<file path="config.mk">
export PLATFORM = sky130hd
export DESIGN_NAME = decoder_scan
export DESIGN_NICKNAME = d
export VERILOG_FILES = /design/src/rtl/decoder_pkg.sv /design/src/rtl/decoder_scan_dwell_timer.sv /design/src/rtl/decoder_scan.sv
export SDC_FILE = /design/constraint.sdc
export NUM_CORES = 1
export LEC_CHECK = 0
export BUFFER_PORTS_ARGS = -buffer_cell sky130_fd_sc_hd__buf_2
export CAP_MARGIN = 20
export CORE_MARGIN = 3
export CORE_UTILIZATION = 45
export DETAILED_ROUTE_END_ITERATION = 10
export GPL_TIMING_DRIVEN = 0
export PLACE_DENSITY = 0.67
export SETUP_SLACK_MARGIN = 0.05
export SKIP_CTS_REPAIR_TIMING = 1
export SYNTH_ARGS = -nofsm -noshare
export SYNTH_HDL_FRONTEND = slang
export SYNTH_SLANG_ARGS = --single-unit
</file>
<file path="constraint.sdc">
create_clock -name clk_i -period 2.2 [get_ports clk_i]
set_input_delay 0.11 -clock clk_i [delete_from_list [all_inputs] [get_ports clk_i]]
set_output_delay 0.11 -clock clk_i [all_outputs]
set_load 0.05 [all_outputs]
</file>
<file path="src/rtl/decoder_pkg.sv">
// Shared types and helpers for the registered one-hot decoder with scan mode.
package decoder_pkg;

   typedef enum logic {
      IDLE = 1'b0,
      SCAN = 1'b1
   } state_e;

   localparam int unsigned OH_LOG = 10;
   localparam int unsigned OH_MAX = 1 << OH_LOG;

   // Callers truncate the result to their own output width; codes at or above width give zero.
   function automatic logic [OH_MAX-1:0] onehot(input int unsigned code, input int unsigned width);
      logic [OH_MAX-1:0] oh;
      oh = '0;
      if (code < width && code < OH_MAX) oh[code[OH_LOG-1:0]] = 1'b1;
      return oh;
   endfunction

   function automatic bit used_legal(input int unsigned n, input int unsigned used);
      return (used >= 1) && (used <= (32'd1 << n));
   endfunction

endpackage

</file>
<file path="src/rtl/decoder_scan_dwell_timer.sv">
// Loadable down-counter that sets how long each scan line is held.
module dwell_timer #(
   parameter int unsigned W = 8
) (
   input  logic         clk_i,
   input  logic         rst_ni,
   input  logic         load_i,
   input  logic [W-1:0] value_i,
   output logic         zero_o
);

   logic [W-1:0] cnt_q, cnt_d;

   always_comb begin
      cnt_d = cnt_q;
      if (load_i)            cnt_d = value_i;
      else if (cnt_q != '0)  cnt_d = cnt_q - 1'b1;
   end

   always_ff @(posedge clk_i or negedge rst_ni) begin
      if (!rst_ni) cnt_q <= '0;
      else         cnt_q <= cnt_d;
   end

   assign zero_o = (cnt_q == '0);

endmodule

</file>
<file path="src/rtl/decoder_scan.sv">
// Registered N-to-2^N one-hot decoder with out-of-range flag and autonomous line scan.
module decoder_scan
   import decoder_pkg::*;
#(
   parameter int unsigned N       = 3,
   parameter int unsigned USED    = 1 << N,
   parameter int unsigned DWELL_W = 8
) (
   input  logic                 clk_i,
   input  logic                 rst_ni,
   input  logic                 en_i,
   input  logic                 mode_i,
   input  logic [N-1:0]         d_i,
   input  logic                 start_i,
   input  logic                 stop_i,
   input  logic                 loop_i,
   input  logic [DWELL_W-1:0]   dwell_i,
   output logic [(1<<N)-1:0]    y_o,
   output logic                 busy_o,
   output logic                 done_o,
   output logic                 err_o
);

   localparam int unsigned OUTW   = 1 << N;
   localparam logic [N-1:0] LAST  = N'(USED - 1);
   localparam logic [N:0]  USED_W = (N+1)'(USED);

   if (!used_legal(N, USED)) begin : g_bad_used
      $error("decoder_scan: USED must lie in 1..2**N");
   end

   state_e            state_q, state_d;
   logic [N-1:0]      idx_q, idx_d;
   logic [OUTW-1:0]   y_q, y_d;
   logic              busy_q, busy_d;
   logic              done_q, done_d;
   logic              err_q, err_d;
   logic              load;
   logic              dwell_zero;

   dwell_timer #(.W(DWELL_W)) u_timer (
      .clk_i   (clk_i),
      .rst_ni  (rst_ni),
      .load_i  (load),
      .value_i (dwell_i),
      .zero_o  (dwell_zero)
   );

   always_comb begin
      state_d = state_q;
      idx_d   = idx_q;
      y_d     = y_q;
      busy_d  = busy_q;
      done_d  = 1'b0;
      err_d   = 1'b0;
      load    = 1'b0;

      if (!en_i) begin
         state_d = IDLE;
         y_d     = '0;
         busy_d  = 1'b0;
      end else begin
         unique case (state_q)
            IDLE: begin
               if (!mode_i) begin
                  y_d   = OUTW'(onehot(32'(d_i), USED));
                  err_d = ({1'b0, d_i} >= USED_W);
               end else if (start_i && !stop_i) begin
                  state_d = SCAN;
                  idx_d   = '0;
                  load    = 1'b1;
                  y_d     = OUTW'(1);
                  busy_d  = 1'b1;
               end else begin
                  y_d = '0;
               end
            end
            SCAN: begin
               if (stop_i || !mode_i) begin
                  state_d = IDLE;
                  y_d     = '0;
                  busy_d  = 1'b0;
               end else if (!dwell_zero) begin
                  // counter is decrementing inside the timer; line holds
               end else if (idx_q < LAST) begin
                  idx_d = idx_q + 1'b1;
                  load  = 1'b1;
                  y_d   = OUTW'(onehot(32'(idx_q) + 32'd1, USED));
               end else if (loop_i) begin
                  idx_d = '0;
                  load  = 1'b1;
                  y_d   = OUTW'(1);
               end else begin
                  state_d = IDLE;
                  y_d     = '0;
                  busy_d  = 1'b0;
                  done_d  = 1'b1;
               end
            end
            default: begin
               state_d = IDLE;
               y_d     = '0;
               busy_d  = 1'b0;
            end
         endcase
      end
   end

   always_ff @(posedge clk_i or negedge rst_ni) begin
      if (!rst_ni) begin
         state_q <= IDLE;
         idx_q   <= '0;
         y_q     <= '0;
         busy_q  <= 1'b0;
         done_q  <= 1'b0;
         err_q   <= 1'b0;
      end else begin
         state_q <= state_d;
         idx_q   <= idx_d;
         y_q     <= y_d;
         busy_q  <= busy_d;
         done_q  <= done_d;
         err_q   <= err_d;
      end
   end

   assign y_o    = y_q;
   assign busy_o = busy_q;
   assign done_o = done_q;
   assign err_o  = err_q;

endmodule

</file>
==> impl_metrics.toml <==
[route]
antenna_left = 0
firstDrtPassIters = 4
viasPerCell = 5.310
drt_iter0_drc = 21
remaining_drc_errors = 0
routed_wl_mm = 2.955
num_vias = 1147
wl_per_cell_microns = 13.68

[yosys]
yosysTopAreaCell = "dfrtp_1"
synth_seq_cells = 22
avgSynthCellArea_sq_um = 10.14
ys_warn_count = 0
async_flop_share_pct = 100.0
synth_cell_types = 43
synth.most_common_cell = "dfrtp_1"
synth_ff_type = "dfrtp_1"
seq_area_frac_synth_pct = 38.50
synth_top_area_share_pct = 38.50
netlist_instances = 141
synth_commonest_cells = "dfrtp_1 (22), nor2_1 (12), nand2_1 (8), nand3_1 (8)"
yosys-top-cells-area = "dfrtp_1 (38%), ha_1 (6.1%), mux2_4 (4.2%)"
synth-edff-count = 0
synthesis.area_sq_mm = 0.001430
synth_fp_nets = 166

[clock_tree]
clk_pin_slew_ps = 130
clkSinkCount = 22
cts_buffers = 3
clockBufferDepth = 2
cts_tree = "done"
root_buffer = "clkbuf_4"
h-tree-depth = 1
clock_latency_ps = 310

[worst_hold_path]
whs_path_depth = 2
hold_path_class = "input pin to register"

[pwr]
vdd_drop_max_v = 0.0005284
p_int_mw = 0.8973
power.switching_mw = 0.4972
sw_frac_of_total_pct = 35.65
power_frac_comb_pct = 38.9
clkPwrFrac_pct = 16.3
seq_power_share_pct = 44.8
p_total_mw = 1.395
power_per_cell_area_mw_per_mm2 = 829.9
p_leak_nw = 0.7589

[floorplan]
die_h_microns = 62.38
io_pins = 29
start_util_pct = 49.31
core_sq_mm = 0.002900
rows = 19
die-width_microns = 62.38
dieArea_sq_mm = 0.003891

[critical_path]
critPathCaptureType = "register"
critPathMaxFanout = 10
criticalPathCategory = "register to register"
arrival_ps = 2240
crit_required_ps = 2410
start_kind = "register"
reg2reg_depth = 7

[cells_and_area]
drive_above_1_share_pct = 32.18
n_antenna_cell = 0
nFillCells = 285
seq_area_sq_um = 550.5
syn_to_final_growth_pct = 17.50
fin_nets = 200
postLayoutCoreUtil_pct = 57.94
multiInputGateArea_sq_um = 815.8

[place]
gp_congestion = 0.7818
dp_hpwl_mm = 2.313
io_buffers = 27

[sta]
worstMarginPinSlew_ps = 507.0
skew_ps = 4.819
slew_headroom_pct = 66.20
fmax_mhz = 493.5
period_minus_slack_ps = 2026
hold_viol = 1
fin_tns_setup_ps = 0
finalMaxSlewViolations = 0
rsz0062_at_grt = "no"
period_share_pct = 92.10
setup_viol = 0
fin_hold_ws_ps = -1.660

[global_routing]
grt_pass1_wl_mm = 5.161
grt_overflow = 0
grt_max_degree = 23
grt.total_usage_pct = 16.26
grt_pass1_vias = 1118
antenna_found_initial = 0

[status]
violations = "negative hold slack"
status = "finished, violations left"

[flow_run]
drv_cap = 0
==> power by group through the flow <==
stage	clock network [mW]	logic, mW	registers [mW]
after floorplan	0	0.421	0.618
after global placement	0	0.515	0.621
after detailed placement	0	0.536	0.626
after CTS	0.240	0.539	0.619
after global routing	0.251	0.608	0.639
final	0.228	0.542	0.625
==> worst max-delay path, cell delays in order (launching register included) <==
cell     delay, ps
dfrtp_1        430
inv_1           90
ha_1           180
nor3b_4        240
nand2_2        160
o31ai_4        300
buf_6          200
mux2_4         310
==> path summary, 6_finish.rpt <==
kind | to | slack [ps] | startpoint
max | u_timer.cnt_q[0]$_DFFE_PN0P_ | 170 | u_timer.cnt_q[0]$_DFFE_PN0P_
min | u_timer.cnt_q[2]$_DFFE_PN0P_ | -2 | dwell_i[2]
max reg2reg | u_timer.cnt_q[0]$_DFFE_PN0P_ | 170 | u_timer.cnt_q[0]$_DFFE_PN0P_
min reg2reg | y_o[5]$_DFFE_PN0P_ | 550 | y_o[5]$_DFFE_PN0P_
max in group asynchronous | idx_q[0]$_DFFE_PN0P_ | 1580 | rst_ni
min in group asynchronous | u_timer.cnt_q[7]$_DFFE_PN0P_ | 280 | rst_ni
==> state kept, by name, summed over array words and instances (netlist names) <==
name and count:
busy_o 1, done_o 1, idx_q 3, state_q 1, u_timer.cnt_q 8, y_o 8
==> stage by stage <==
step	setup slack, ps	instances	area [sq um]
floorplan	382.1	141	1430
global placement	195.5	210	1618
detailed placement	156.2	210	1618
CTS	134.8	214	1654
global route	50.62	216	1680
finish	173.8	216	1680
==> cell usage in the layout (no fill, tap or decap), types with 2 or more instances in the layout <==
cell type	n
a32oi_1	5
xor2_1	2
mux2i_1	5
nor3_1	3
mux2_4	4
buf_2	29
clkbuf_4	3
nand2_1	8
nand3_1	8
o21ai_0	4
a21oi_2	3
xnor2_1	3
dfrtp_1	22
nor3b_1	3
ha_1	7
mux2_2	3
and3_1	2
a21oi_1	5
nor2b_1	4
a31oi_1	4
nor2_1	12
o21ai_1	2
buf_6	2
a21o_1	2
inv_1	7
dlygate4sd3_1	2
==> layer usage <==
layer | vias to the layer above | part of all wire (%) | wire length, microns | track usage [%]
li1 | 574 | - | - | -
met1 | 542 | 47 | 1392 | 21.96
met2 | 29 | 47 | 1390 | 25.81
met3 | 2 | 5.2 | 153 | 4.137
met4 | 0 | 0.61 | 18 | 4.683
met5 | - | 0 | 0 | 0
==> layout make-up <==
type,instances,area share (%)
Multi-Input combinational cell,106,48.55
Timing Repair Buffer,29,9.233
Clock buffer,4,2.159
Sequential cell,22,32.76
Inverter,7,1.564
Tap cell,42,3.127
Buffer,6,2.606
==> cells by family (layout without fill, tap and decap cells) <==
group	Yosys count	in the layout	synth area share, %
and+or+nand+nor	49	49	19.77
AOI/OAI and AO/OA	32	32	17.32
DFF	22	22	38.50
buffers and inverters	13	46	4.900
muxes	12	12	10.06
adders and majority gates	7	7	6.124
xor gates and xnor gates	5	5	3.063
other	1	1	0.2622
Power figures use the tool's default switching activity.
